<file path="src/rtl/cdb_arbiter_pkg.sv">
`default_nettype none
// ============================================================================
// Module  : cdb_arbiter_pkg
// Brief   : Shared widths and helpers for the CDB arbiter slice.
// Revision: 1.0 - initial release
// ============================================================================
package cdb_arbiter_pkg;

    localparam int RV32_DATA_WIDTH = 32;
    localparam int ROB_TAG_WIDTH   = 6;

    // Index width that stays legal for a single-source build.
    function automatic int idx_width(input int n);
        return (n > 1) ? $clog2(n) : 1;
    endfunction

endpackage
`default_nettype wire

</file>
<file path="src/rtl/cdb_arbiter_if.sv">
`default_nettype none
// ============================================================================
// Module  : cdb_arbiter_if
// Brief   : Exunit completion inputs and CDB outputs of the arbiter.
// Revision: 1.0 - initial release
// ============================================================================
interface cdb_arbiter_if
    import cdb_arbiter_pkg::*;
#(
    parameter int NUM_SRC   = 4,
    parameter int TAG_WIDTH = ROB_TAG_WIDTH
);
    localparam int SRC_W = idx_width(NUM_SRC);

    logic                                 i_flush;
    logic [NUM_SRC-1:0]                   i_exfin;
    logic [NUM_SRC*RV32_DATA_WIDTH-1:0]   i_exfin_res;
    logic [NUM_SRC*TAG_WIDTH-1:0]         i_exfin_tag;
    logic [NUM_SRC-1:0]                   o_inaccessable;
    logic                                 o_cdb_vld;
    logic [RV32_DATA_WIDTH-1:0]           o_cdb_res;
    logic [TAG_WIDTH-1:0]                 o_cdb_tag;
    logic [SRC_W-1:0]                     o_cdb_src;
    logic                                 o_ovf;

    modport master (
        output i_flush, i_exfin, i_exfin_res, i_exfin_tag,
        input  o_inaccessable, o_cdb_vld, o_cdb_res, o_cdb_tag, o_cdb_src, o_ovf
    );

    modport slave (
        input  i_flush, i_exfin, i_exfin_res, i_exfin_tag,
        output o_inaccessable, o_cdb_vld, o_cdb_res, o_cdb_tag, o_cdb_src, o_ovf
    );

endinterface
`default_nettype wire

</file>
<file path="src/rtl/cdb_src_fifo.sv">
`default_nettype none
// ============================================================================
// Module  : cdb_src_fifo
// Brief   : Per-source synchronous FIFO with flush; push allowed when full
//           only together with a pop.
// Revision: 1.0 - initial release
// ============================================================================
module cdb_src_fifo #(
    parameter int DEPTH = 4,
    parameter int WIDTH = 38
) (
    input  wire logic                     clk,
    input  wire logic                     rst,
    input  wire logic                     i_flush,
    input  wire logic                     i_push,
    input  wire logic                     i_pop,
    input  wire logic [WIDTH-1:0]         i_din,
    output logic      [WIDTH-1:0]         o_head,
    output logic      [$clog2(DEPTH):0]   o_count,
    output logic                          o_full,
    output logic                          o_empty
);
    localparam int AW = $clog2(DEPTH);

    logic [WIDTH-1:0] r_mem [DEPTH];
    logic [AW-1:0]    r_wptr;
    logic [AW-1:0]    r_rptr;
    logic [AW:0]      r_count;
    logic             w_do_push;
    logic             w_do_pop;

    assign o_count   = r_count;
    assign o_full    = (r_count == (AW+1)'(DEPTH));
    assign o_empty   = (r_count == '0);
    assign o_head    = r_mem[r_rptr];
    assign w_do_pop  = i_pop && !o_empty;
    assign w_do_push = i_push && !i_flush && (!o_full || w_do_pop);

    always_ff @(posedge clk) begin
        if (rst || i_flush) begin
            r_wptr  <= '0;
            r_rptr  <= '0;
            r_count <= '0;
        end else begin
            if (w_do_push) r_wptr <= r_wptr + 1'b1;
            if (w_do_pop)  r_rptr <= r_rptr + 1'b1;
            if (w_do_push && !w_do_pop)
                r_count <= r_count + 1'b1;
            else if (!w_do_push && w_do_pop)
                r_count <= r_count - 1'b1;
        end
    end

    always_ff @(posedge clk) begin
        if (w_do_push) r_mem[r_wptr] <= i_din;
    end

endmodule
`default_nettype wire

</file>
<file path="src/rtl/cdb_arbiter.sv">
`default_nettype none
// ============================================================================
// Module  : cdb_arbiter
// Brief   : Round-robin CDB arbiter over per-source result FIFOs with a
//           registered one-beat-per-cycle output. Define CDB_BYPASS_EN to let
//           an empty source's fresh result go straight to the CDB.
// Revision: 1.0 - initial release
// ============================================================================
module cdb_arbiter
    import cdb_arbiter_pkg::*;
#(
    parameter int NUM_SRC    = 4,
    parameter int FIFO_DEPTH = 4,
    parameter int TAG_WIDTH  = ROB_TAG_WIDTH
) (
    input  wire logic     clk,
    input  wire logic     rst,
    cdb_arbiter_if.slave  bus
);
    localparam int SRC_W = idx_width(NUM_SRC);
    localparam int SW1   = SRC_W + 1;
    localparam int CNT_W = $clog2(FIFO_DEPTH) + 1;
    localparam int ENT_W = RV32_DATA_WIDTH + TAG_WIDTH;

    logic [ENT_W-1:0]           w_in_ent [NUM_SRC];
    logic [ENT_W-1:0]           w_head   [NUM_SRC];
    logic [CNT_W-1:0]           w_count  [NUM_SRC];
    logic [NUM_SRC-1:0]         w_full;
    logic [NUM_SRC-1:0]         w_empty;
    logic [NUM_SRC-1:0]         w_cand;
    logic [NUM_SRC-1:0]         w_sel;
    logic [NUM_SRC-1:0]         w_pop;
    logic [NUM_SRC-1:0]         w_byp;
    logic [NUM_SRC-1:0]         w_push;
    logic                       w_gnt_vld;
    logic [SRC_W-1:0]           w_gnt_idx;
    logic [ENT_W-1:0]           w_gnt_ent;
    logic                       w_ovf_evt;

    logic [SRC_W-1:0]           r_rr;
    logic                       r_vld;
    logic [RV32_DATA_WIDTH-1:0] r_res;
    logic [TAG_WIDTH-1:0]       r_tag;
    logic [SRC_W-1:0]           r_src;
    logic                       r_ovf;

    generate
        for (genvar gi = 0; gi < NUM_SRC; gi++) begin : g_src
            assign w_in_ent[gi] = {bus.i_exfin_res[gi*RV32_DATA_WIDTH +: RV32_DATA_WIDTH],
                                   bus.i_exfin_tag[gi*TAG_WIDTH +: TAG_WIDTH]};
`ifdef CDB_BYPASS_EN
            assign w_cand[gi] = !w_empty[gi] || bus.i_exfin[gi];
`else
            assign w_cand[gi] = !w_empty[gi];
`endif
            assign w_sel[gi]  = w_gnt_vld && (w_gnt_idx == SRC_W'(gi));
            assign w_pop[gi]  = w_sel[gi] && !w_empty[gi];
            // A granted empty source can only be a bypass winner; it skips the FIFO.
            assign w_byp[gi]  = w_sel[gi] && w_empty[gi];
            assign w_push[gi] = bus.i_exfin[gi] && !w_byp[gi];
            assign bus.o_inaccessable[gi] = (w_count[gi] >= CNT_W'(FIFO_DEPTH-1));

            cdb_src_fifo #(
                .DEPTH (FIFO_DEPTH),
                .WIDTH (ENT_W)
            ) u_fifo (
                .clk     (clk),
                .rst     (rst),
                .i_flush (bus.i_flush),
                .i_push  (w_push[gi]),
                .i_pop   (w_pop[gi]),
                .i_din   (w_in_ent[gi]),
                .o_head  (w_head[gi]),
                .o_count (w_count[gi]),
                .o_full  (w_full[gi]),
                .o_empty (w_empty[gi])
            );
        end
    endgenerate

    // First candidate at or after the RR pointer, wrapping at NUM_SRC.
    always_comb begin
        logic [SW1-1:0] try_idx;
        w_gnt_vld = 1'b0;
        w_gnt_idx = '0;
        try_idx   = '0;
        for (int k = 0; k < NUM_SRC; k++) begin
            try_idx = {1'b0, r_rr} + SW1'(k);
            if (try_idx >= SW1'(NUM_SRC)) try_idx = try_idx - SW1'(NUM_SRC);
            if (!w_gnt_vld && w_cand[try_idx[SRC_W-1:0]]) begin
                w_gnt_vld = 1'b1;
                w_gnt_idx = try_idx[SRC_W-1:0];
            end
        end
    end

    assign w_gnt_ent = w_empty[w_gnt_idx] ? w_in_ent[w_gnt_idx] : w_head[w_gnt_idx];
    assign w_ovf_evt = (|(bus.i_exfin & w_full & ~w_pop)) && !bus.i_flush;

    always_ff @(posedge clk) begin
        if (rst) begin
            r_rr  <= '0;
            r_vld <= 1'b0;
            r_res <= '0;
            r_tag <= '0;
            r_src <= '0;
            r_ovf <= 1'b0;
        end else begin
            r_ovf <= r_ovf | w_ovf_evt;
            if (bus.i_flush) begin
                r_vld <= 1'b0;
            end else if (w_gnt_vld) begin
                r_vld          <= 1'b1;
                {r_res, r_tag} <= w_gnt_ent;
                r_src          <= w_gnt_idx;
                r_rr           <= (w_gnt_idx == SRC_W'(NUM_SRC-1)) ? '0 : w_gnt_idx + 1'b1;
            end else begin
                r_vld <= 1'b0;
            end
        end
    end

    assign bus.o_cdb_vld = r_vld;
    assign bus.o_cdb_res = r_res;
    assign bus.o_cdb_tag = r_tag;
    assign bus.o_cdb_src = r_src;
    assign bus.o_ovf     = r_ovf;

endmodule
`default_nettype wire

</file>
<file path="src/flat_wrapper.sv">
// flat-port wrapper written by rule: the top's interface ports become plain ports
module cdb_arbiter_flat import cdb_arbiter_pkg::*;
#(
    parameter int NUM_SRC    = 4,
    parameter int FIFO_DEPTH = 4,
    parameter int TAG_WIDTH  = ROB_TAG_WIDTH
)
  (clk, rst, bus_i_flush, bus_i_exfin, bus_i_exfin_res, bus_i_exfin_tag, bus_o_inaccessable, bus_o_cdb_vld, bus_o_cdb_res, bus_o_cdb_tag, bus_o_cdb_src, bus_o_ovf);
  cdb_arbiter_if #(.NUM_SRC(NUM_SRC), .TAG_WIDTH(TAG_WIDTH)) bus_i ();
  input  wire logic clk;
  input  wire logic rst;
  input wire logic [$bits(bus_i.i_flush)-1:0] bus_i_flush;
  input wire logic [$bits(bus_i.i_exfin)-1:0] bus_i_exfin;
  input wire logic [$bits(bus_i.i_exfin_res)-1:0] bus_i_exfin_res;
  input wire logic [$bits(bus_i.i_exfin_tag)-1:0] bus_i_exfin_tag;
  output wire logic [$bits(bus_i.o_inaccessable)-1:0] bus_o_inaccessable;
  output wire logic [$bits(bus_i.o_cdb_vld)-1:0] bus_o_cdb_vld;
  output wire logic [$bits(bus_i.o_cdb_res)-1:0] bus_o_cdb_res;
  output wire logic [$bits(bus_i.o_cdb_tag)-1:0] bus_o_cdb_tag;
  output wire logic [$bits(bus_i.o_cdb_src)-1:0] bus_o_cdb_src;
  output wire logic [$bits(bus_i.o_ovf)-1:0] bus_o_ovf;
  assign bus_i.i_flush = bus_i_flush;
  assign bus_i.i_exfin = bus_i_exfin;
  assign bus_i.i_exfin_res = bus_i_exfin_res;
  assign bus_i.i_exfin_tag = bus_i_exfin_tag;
  assign bus_o_inaccessable = bus_i.o_inaccessable;
  assign bus_o_cdb_vld = bus_i.o_cdb_vld;
  assign bus_o_cdb_res = bus_i.o_cdb_res;
  assign bus_o_cdb_tag = bus_i.o_cdb_tag;
  assign bus_o_cdb_src = bus_i.o_cdb_src;
  assign bus_o_ovf = bus_i.o_ovf;
  cdb_arbiter #(.NUM_SRC(NUM_SRC), .FIFO_DEPTH(FIFO_DEPTH), .TAG_WIDTH(TAG_WIDTH)) u_core (.clk(clk), .rst(rst), .bus(bus_i));
endmodule
</file>
<file path="config.mk">
export PLATFORM = sky130hd
export DESIGN_NAME = cdb_arbiter_flat
export DESIGN_NICKNAME = d
export VERILOG_FILES = /design/src/rtl/cdb_arbiter_pkg.sv /design/src/rtl/cdb_arbiter_if.sv /design/src/rtl/cdb_src_fifo.sv /design/src/rtl/cdb_arbiter.sv /design/src/flat_wrapper.sv
export SDC_FILE = /design/constraint.sdc
export NUM_CORES = 1
export LEC_CHECK = 0
export CAP_MARGIN = 30
export CELL_PAD_IN_SITES_DETAIL_PLACEMENT = 0
export CELL_PAD_IN_SITES_GLOBAL_PLACEMENT = 1
export CORE_MARGIN = 2
export CORE_UTILIZATION = 46
export DETAILED_ROUTE_END_ITERATION = 10
export PLACE_DENSITY = 0.74
export SLEW_MARGIN = 20
export SYNTH_ARGS = -nofsm -noshare
export SYNTH_HDL_FRONTEND = slang
export SYNTH_HIERARCHICAL = 1
export SYNTH_SLANG_ARGS = --single-unit
</file>
<file path="constraint.sdc">
create_clock -name clk -period 3.8 [get_ports clk]
set_clock_uncertainty 0.2 [all_clocks]
set_input_delay 0.57 -clock clk [delete_from_list [all_inputs] [get_ports clk]]
set_output_delay 0.57 -clock clk [all_outputs]
set_load 0.02 [all_outputs]
</file>
==> flow_summary_export.csv, run 1 <==
group,metric,value,unit
pwr,power,0.0172,W
critical_path,critPathTopFamily,"simple AND/OR/NAND/NOR gates",
finish,utilization,56.2,%
timing,rsz0062_at_grt,"no",
routing,drtIter0Drc,969,
timing,fin_crit,3.51,ns
logic_synthesis,synth_edf_count,608,
critical_path,endpoint_kind,"flop",
critical_path,rrSetupSlack,0.29,ns
timing,max_freq,0.285,GHz
clock_network,numCtsBuffers,71,
critical_path,critical-path-max-stage-delay,0.38,ns
finish,drive_gt1_share,24.1,%
floorplanning,dieHeight,245,microns
logic_synthesis,yosys.area_share.simple,2.64,%
clock_network,clockRootBuffer,"clkbuf_16",
critical_path,start_kind,"flop",
routing,routed_wl,57300,microns
timing,period_share,92.3,%
pwr,p_leak,10.4,nW
global_routing,antenna_found_initial,9,
logic_synthesis,ys_ff_latch,688,
finish,fillers,4362,
critical_path,worst_ep_required_time,4.12,ns
timing,hold_viol,0,
clock_network,post_cts_buffers,0,
job,maxCapViolCount,0,
logic_synthesis,synth-compound-area-share,3.23,%
timing,fin_setup_tns,0,ns
floorplanning,start_util,46.5,%
critical_path,crit_buf_inv,3,
finish,final_common_cell,"edfxtp_1",
clock_network,htree_num_levels,3,
logic_synthesis,synth_area_per_cell,21.3,sq um
outcome,status,"finished clean",
floorplanning,die_w,245,microns
logic_synthesis,synth_area,0.0268,sq mm
placed_design,io_buffers,204,
timing,max_slew_margin,40.2,%
global_routing,grt.overflow.total,0,
logic_synthesis,syn_inst,1261,
placed_design,globalplace.congestion,0.804,
logic_synthesis,yosysSeqAreaShare,74.1,%
finish,multi_input_area,0.00637,sq mm
global_routing,grt.total_usage,19.3,%
logic_synthesis,synth.distinct_cells,48,
pwr,ir_drop,0.322,mV
logic_synthesis,yosysWarnings,6,
placed_design,dp_hpwl,38300,microns
pwr,powerDensity,531,mW/mm^2
finish,area_delta_synth_final,20.9,%
logic_synthesis,synth-xor-area-share,0.523,%
logic_synthesis,synth_top_family_by_area,"multiplexers",
floorplanning,dieArea,0.0602,sq mm
routing,avgRoutedWirePerCell,24.3,microns
critical_path,worstPathArrival,3.82,ns
critical_path,crit_type,"flop to flop",
finish,ff_latch_area,0.0199,sq mm
finish,mostFrequentLayoutCells,"edfxtp_1 (608), clkdlybuf4s50_1 (204), mux4_2 (152)",
timing,whs,0.261,ns
critical_path,cp_cell_sequence,"nor3_1 > buf_4 > o21ai_1 > a2bb2oi_4 > ha_1 > a31oi_1 > inv_1 > nor3_2 > ha_1 > inv_1 > fa_1 > xor2_1 > or3_1 > a21oi_1",
finish,fin_nets,1711,
timing,tightest_slew,0.894,ns
logic_synthesis,synthArstFlopShare,0,%
logic_synthesis,synthAdderAreaFrac,1.28,%
routing,drc,0,
hold_path,min_path_type,"flop to flop",
clock_network,cts.path.max_buffers,3,
floorplanning,io_pins,205,
routing,vias,13000,
critical_path,critPathMaxFanout,8,
floorplanning,std_cell_rows,88,
floorplanning,core_area,0.0577,sq mm
logic_synthesis,synth_mux_area_share,15.9,%
critical_path,cpMaxStageDelayCell,"dfxtp_1",
global_routing,grt_pass1_wl,84800,microns
logic_synthesis,ys.flop_type,"edfxtp_1",
clock_network,cts_tree,"done",
clock_network,insertion_delay,0.60,ns
global_routing,grt_max_degree,79,
routing,routed_via_density,5.52,
routing,firstDrtPassIters,5,
global_routing,grt_pass1_vias,13100,
timing,drv_slew,0,
timing,setup_violations,0,
routing,ant_nets,0,
logic_synthesis,synth_nets,1445,
clock_network,clkTransAtPathRegs,0.06,ns
clock_network,cts_sinks,688,
## stage by stage
step | instance area (sq um) | cells | worst slack [ns]
finish | 32400 | 2353 | 0.292
global route | 32400 | 2352 | 0.00538
CTS | 32400 | 2350 | 0.00946
detailed placement | 30000 | 2219 | 0.0507
global placement | 30000 | 2219 | 0.178
floorplan | 26800 | 1261 | 0.0193
## Yosys cell counts (all sizes together) (2+ instances only)
cell,number,area share [%]
a31oi,2,0.047
nor3b,4,0.11
nand2b,2,0.084
mux2i,83,3.1
or3,8,0.19
a21oi,14,0.29
a21o,5,0.14
edfxtp,608,68
nor3,9,0.24
mux4,152,13
buf,47,1.9
and2,16,0.37
fa,4,0.30
nor2,25,0.35
o311ai,5,0.16
clkbuf,14,0.20
or2,5,0.12
xor2,16,0.52
o21ai,14,0.26
nand3b,5,0.14
dfxtp,80,6.0
nand2,43,0.60
inv,21,0.29
ha,21,0.98
o221ai,38,1.7
nor4b,4,0.35
o31ai,4,0.19
a221oi,2,0.13
## timing repair
action	CTS	global route
endpoints found under the setup margin	0	4
gates resized for setup	0	3
hold buffers	0	0
## registers in the layout, summed over array words and instances, names as in the netlist, named ones only
name                         cells
u_core/bus.o_ovf                 1
u_core/g_src.u_fifo/o_count     12
u_core/bus.o_cdb_res            32
u_core/bus.o_cdb_tag             6
u_core/g_src.u_fifo/r_wptr       8
u_core/g_src.u_fifo/r_rptr       8
u_core/g_src.u_fifo/r_mem      608
u_core/bus.o_cdb_src             2
u_core/bus.o_cdb_vld             1
u_core/r_rr                      2
## worst min-delay path, delay by kind of cell (launching register included)
kind / cells / cell delay [ns]
AOI/OAI and AO/OA: 1 / 0.05
DFF: 1 / 0.32
and+or+nand+nor: 1 / 0.06
## per-layer routing
layer,up-vias,track usage (%),wire [microns]
li1,5739,-,-
met1,6777,26.8,24700
met2,367,30.9,27700
met3,94,3.89,3520
met4,14,5.95,1300
met5,-,0,94
## cells by family (layout without fill, tap and decap cells)
kind of cell	Yosys count	in the layout
DFF	688	688
adders and majority gates	25	25
xor gates and xnor gates	16	16
and+or+nand+nor	124	124
AOI/OAI and AO/OA	91	91
buffers and inverters	82	406
muxes	235	235
other	0	3
## cell type report
type | instances | share of cell area (%)
Clock inverter | 28 | 0.927
Timing Repair Buffer | 254 | 8.39
Clock buffer | 103 | 6.49
Inverter | 21 | 0.243
Multi-Input combinational cell | 491 | 19.7
Antenna cell | 3 | 0.0232
Tap cell | 765 | 2.95
Sequential cell | 688 | 61.3
## power breakdown
group	internal, W	leakage [nW]	switching, W	total, W
logic	0.000737	3.00	0.000903	0.00164
clock network	0.00425	1.18	0.00274	0.00699
registers	0.00845	6.18	0.000123	0.00858
## final timing paths
path,depth (start not counted),to,from
worst max-delay path,14,u_core/g_src[3].u_fifo/o_count[2],u_core/g_src[2].u_fifo/o_count[2]
worst min-delay path,2,u_core/bus.o_cdb_res[19],u_core/bus.o_cdb_res[19]
worst max register to register,14,u_core/g_src[3].u_fifo/o_count[2],u_core/g_src[2].u_fifo/o_count[2]
worst min register to register,2,u_core/bus.o_cdb_res[19],u_core/bus.o_cdb_res[19]
Note: power is estimated with default switching activity, not from simulation.
==> run 2: changes to the inputs <==
--- a/config.mk
+++ b/config.mk
@@ -5,13 +5,15 @@
 export SDC_FILE = /design/constraint.sdc
 export NUM_CORES = 1
 export LEC_CHECK = 0
+export ABC_AREA = 1
 export CAP_MARGIN = 30
 export CELL_PAD_IN_SITES_DETAIL_PLACEMENT = 0
 export CELL_PAD_IN_SITES_GLOBAL_PLACEMENT = 1
+export CORE_ASPECT_RATIO = 1.25
 export CORE_MARGIN = 2
-export CORE_UTILIZATION = 46
+export CORE_UTILIZATION = 43
 export DETAILED_ROUTE_END_ITERATION = 10
-export PLACE_DENSITY = 0.74
+export PLACE_DENSITY = 0.75
 export SLEW_MARGIN = 20
 export SYNTH_ARGS = -nofsm -noshare
 export SYNTH_HDL_FRONTEND = slang
==> flow_summary_export.csv, run 2 <==
group,metric,value,unit
critical_path,start_kind,"flop",
logic_synthesis,syn_inst,2427,
logic_synthesis,yosys.area_share.simple,11.9,%
global_routing,grtUsageMet3,3.50,%
logic_synthesis,synth_commonest_cells,"edfxtp_1 (608), nor2_1 (431), nand2_1 (337), o21ai_0 (276), inv_1 (168)",
routing,routed_via_density,5.36,
finish,area_delta_synth_final,19.1,%
timing,hold_viol,0,
floorplanning,start_util,43.3,%
placed_design,globalplace.congestion,0.814,
floorplanning,io_pins,205,
timing,tightest_slew,0.966,ns
outcome,status,"finished clean",
critical_path,worst_ep_required_time,4.10,ns
finish,largest_register,"u_core/g_src.u_fifo/r_mem",
routing,firstDrtPassIters,5,
routing,vias,18900,
logic_synthesis,yosysSeqAreaShare,70.3,%
logic_synthesis,ys_ff_latch,688,
logic_synthesis,ys.flop_type,"edfxtp_1",
pwr,p_leak,12.2,nW
routing,avgRoutedWirePerCell,21.2,microns
finish,drive_gt1_share,9.40,%
global_routing,grt_use_met1,27.7,%
clock_network,clkTransAtPathRegs,0.06,ns
timing,fin_crit,3.46,ns
global_routing,grt_pass1_wl,111000,microns
timing,drv_slew,0,
placed_design,placedInstanceArea,0.0312,sq mm
global_routing,met2_usage,36.8,%
clock_network,cts_tree,"done",
routing,routed_wl,74700,microns
clock_network,insertion_delay,0.61,ns
clock_network,cts.path.max_buffers,3,
logic_synthesis,synth_nets,2611,
logic_synthesis,synthArstFlopShare,0,%
floorplanning,core_area,0.0653,sq mm
finish,mostFrequentLayoutCells,"edfxtp_1 (608), nor2_1 (410), nand2_1 (330)",
floorplanning,dieArea,0.0678,sq mm
clock_network,numCtsBuffers,69,
logic_synthesis,synth_area,0.0283,sq mm
global_routing,grt.total_usage,21.7,%
logic_synthesis,yosysWarnings,6,
clock_network,clockRootBuffer,"clkbuf_16",
global_routing,grt_max_degree,77,
logic_synthesis,synth.distinct_cells,29,
critical_path,endpoint_kind,"flop",
job,maxCapViolCount,0,
finish,final_cell_area,0.0336,sq mm
placed_design,io_buffers,204,
logic_synthesis,synth_edf_count,608,
hold_path,min_path_type,"flop to flop",
placed_design,dp_hpwl,48100,microns
floorplanning,dieHeight,291,microns
logic_synthesis,synth_top_family_by_area,"simple AND/OR/NAND/NOR gates",
routing,ant_nets,0,
logic_synthesis,synth-xor-area-share,0.124,%
floorplanning,die_w,233,microns
logic_synthesis,synth-compound-area-share,10.9,%
global_routing,grt_pass1_vias,18600,
timing,period_share,91.0,%
routing,drtIter0Drc,1550,
pwr,ir_drop,0.530,mV
clock_network,cts_sinks,688,
logic_synthesis,ys_top_cells_by_area,"edfxtp_1 (65%), nor2_1 (5.7%), dfxtp_1 (5.7%)",
critical_path,worstPathArrival,3.76,ns
global_routing,antenna_found_initial,5,
finish,largest_reg_flops,608,
pwr,power,0.0201,W
logic_synthesis,synth.top_cell.area_share,64.6,%
clock_network,htree_num_levels,3,
pwr,powerDensity,596,mW/mm^2
global_routing,grt_busiest_layer,"met2",
logic_synthesis,yosysTopAreaCell,"edfxtp_1",
clock_network,ctsHoldBuffers,0,
timing,max_slew_margin,35.6,%
timing,setup_violations,0,
logic_synthesis,synth_mux_area_share,0,%
finish,fin_nets,2796,
critical_path,crit_type,"flop to flop",
finish,final_common_cell,"edfxtp_1",
global_routing,grt.overflow.total,0,
floorplanning,std_cell_rows,105,
logic_synthesis,synth_most_common_cell,"edfxtp_1",
timing,max_freq,0.289,GHz
logic_synthesis,synthAdderAreaFrac,1.21,%
routing,drc,0,
critical_path,critPathMaxFanout,17,
logic_synthesis,synth_area_per_cell,11.6,sq um
==> run 2: changes by cell type after synthesis, moves of 39 or more <==
cell / previous run / this run
nand2_1: 43 / 337
nand4_1: 0 / 39
mux4_2: 152 / 0
mux2i_1: 83 / 0
nor2_1: 25 / 431
o21ai_0: 10 / 276
o22ai_1: 0 / 152
inv_1: 21 / 168
==> run 2: power by group <==
part	switching [W]	leakage [nW]	internal, W	total, W
Combinational	0.00305	4.90	0.00132	0.00437
Clock	0.00286	1.14	0.00406	0.00691
Sequential	0.000187	6.18	0.00858	0.00877
Total	0.00610	12.2	0.0140	0.0201
==> run 2: through the flow <==
| stage | worst slack (ns) | TNS (ns) | util [%] | std cells | hold slack (ns) |
|---|---|---|---|---|---|
| floorplan | -0.370 | -138.22 | - | 2427 | 0.267 |
| finish | 0.343 | 0 | 51.5 | 3529 | 0.260 |
| CTS | 0.0563 | 0 | 51.3 | 3522 | 0.265 |
| global placement | 0.117 | 0 | 47.8 | 3394 | 0.242 |
| detailed placement | 0.0694 | 0 | 47.8 | 3394 | 0.257 |
| global route | -0.0143 | -0.0143 | 51.5 | 3527 | 0.301 |
==> run 2: layout make-up <==
type	count	area (sq um)
diodes	4	10.0
clock buffers	88	1860
clock inverters	40	470
fillers	5622	31600
inverters	180	678
multi-input cells	1417	7020
flip-flops and latches	688	19900
well taps	856	1070
repair buffers	256	2670
==> run 2: path summary, 6_finish.rpt <==
| check | start | end | slack [ns] | cells after the start |
|---|---|---|---|---|
| max reg2reg | u_core/g_src[2].u_fifo/o_count[1] | u_core/g_src[0].u_fifo/o_count[2] | 0.34 | 25 |
| min | u_core/bus.o_ovf | u_core/bus.o_ovf | 0.26 | 2 |
| max | u_core/g_src[2].u_fifo/o_count[1] | u_core/g_src[0].u_fifo/o_count[2] | 0.34 | 25 |
| min reg2reg | u_core/bus.o_ovf | u_core/bus.o_ovf | 0.26 | 2 |
==> run 2: what timing repair did <==
| item | 4_1_cts | 5_1_grt |
|---|---|---|
| endpoints found under the setup margin | 0 | 61 |
| resized for setup | 0 | 35 |
| buffers inserted | 0 | 2 |
==> run 2: cells by family (layout without fill, tap and decap cells) <==
logic type      Yosys count  after routing
compound gates          537            537
xor+xnor                  4              4
buf+inv                 322            564
other cells               0              4
simple gates            851            851
flops                   688            688
fa+ha+maj                25             25
==> run 2: critical path, cell delays in order, from the launching register on <==
cell and delay, ns:
dfxtp_2 0.36, nor2_4 0.13, nand2_2 0.08, inv_2 0.07, inv_1 0.05, nand2_1 0.10
nand2_2 0.10, nand2_1 0.08, o21a_1 0.14, nand3_2 0.14, inv_4 0.18, nand3_1 0.12
inv_1 0.13, inv_1 0.06, nand3_1 0.16, nand2_1 0.10, inv_1 0.07, ha_1 0.17
inv_1 0.08, fa_1 0.40, inv_1 0.09, nand2_1 0.05, nand3_1 0.11, nand2_1 0.06
nand2_1 0.06, nor2_1 0.05
==> run 2: per-layer routing <==
metal	share of wire (%)	wire, microns	vias to the layer above
li1	-	-	8898
met1	41	30500	9284
met2	50	37100	624
met3	6.2	4600	111
met4	3.3	2440	6
met5	0.047	35	-
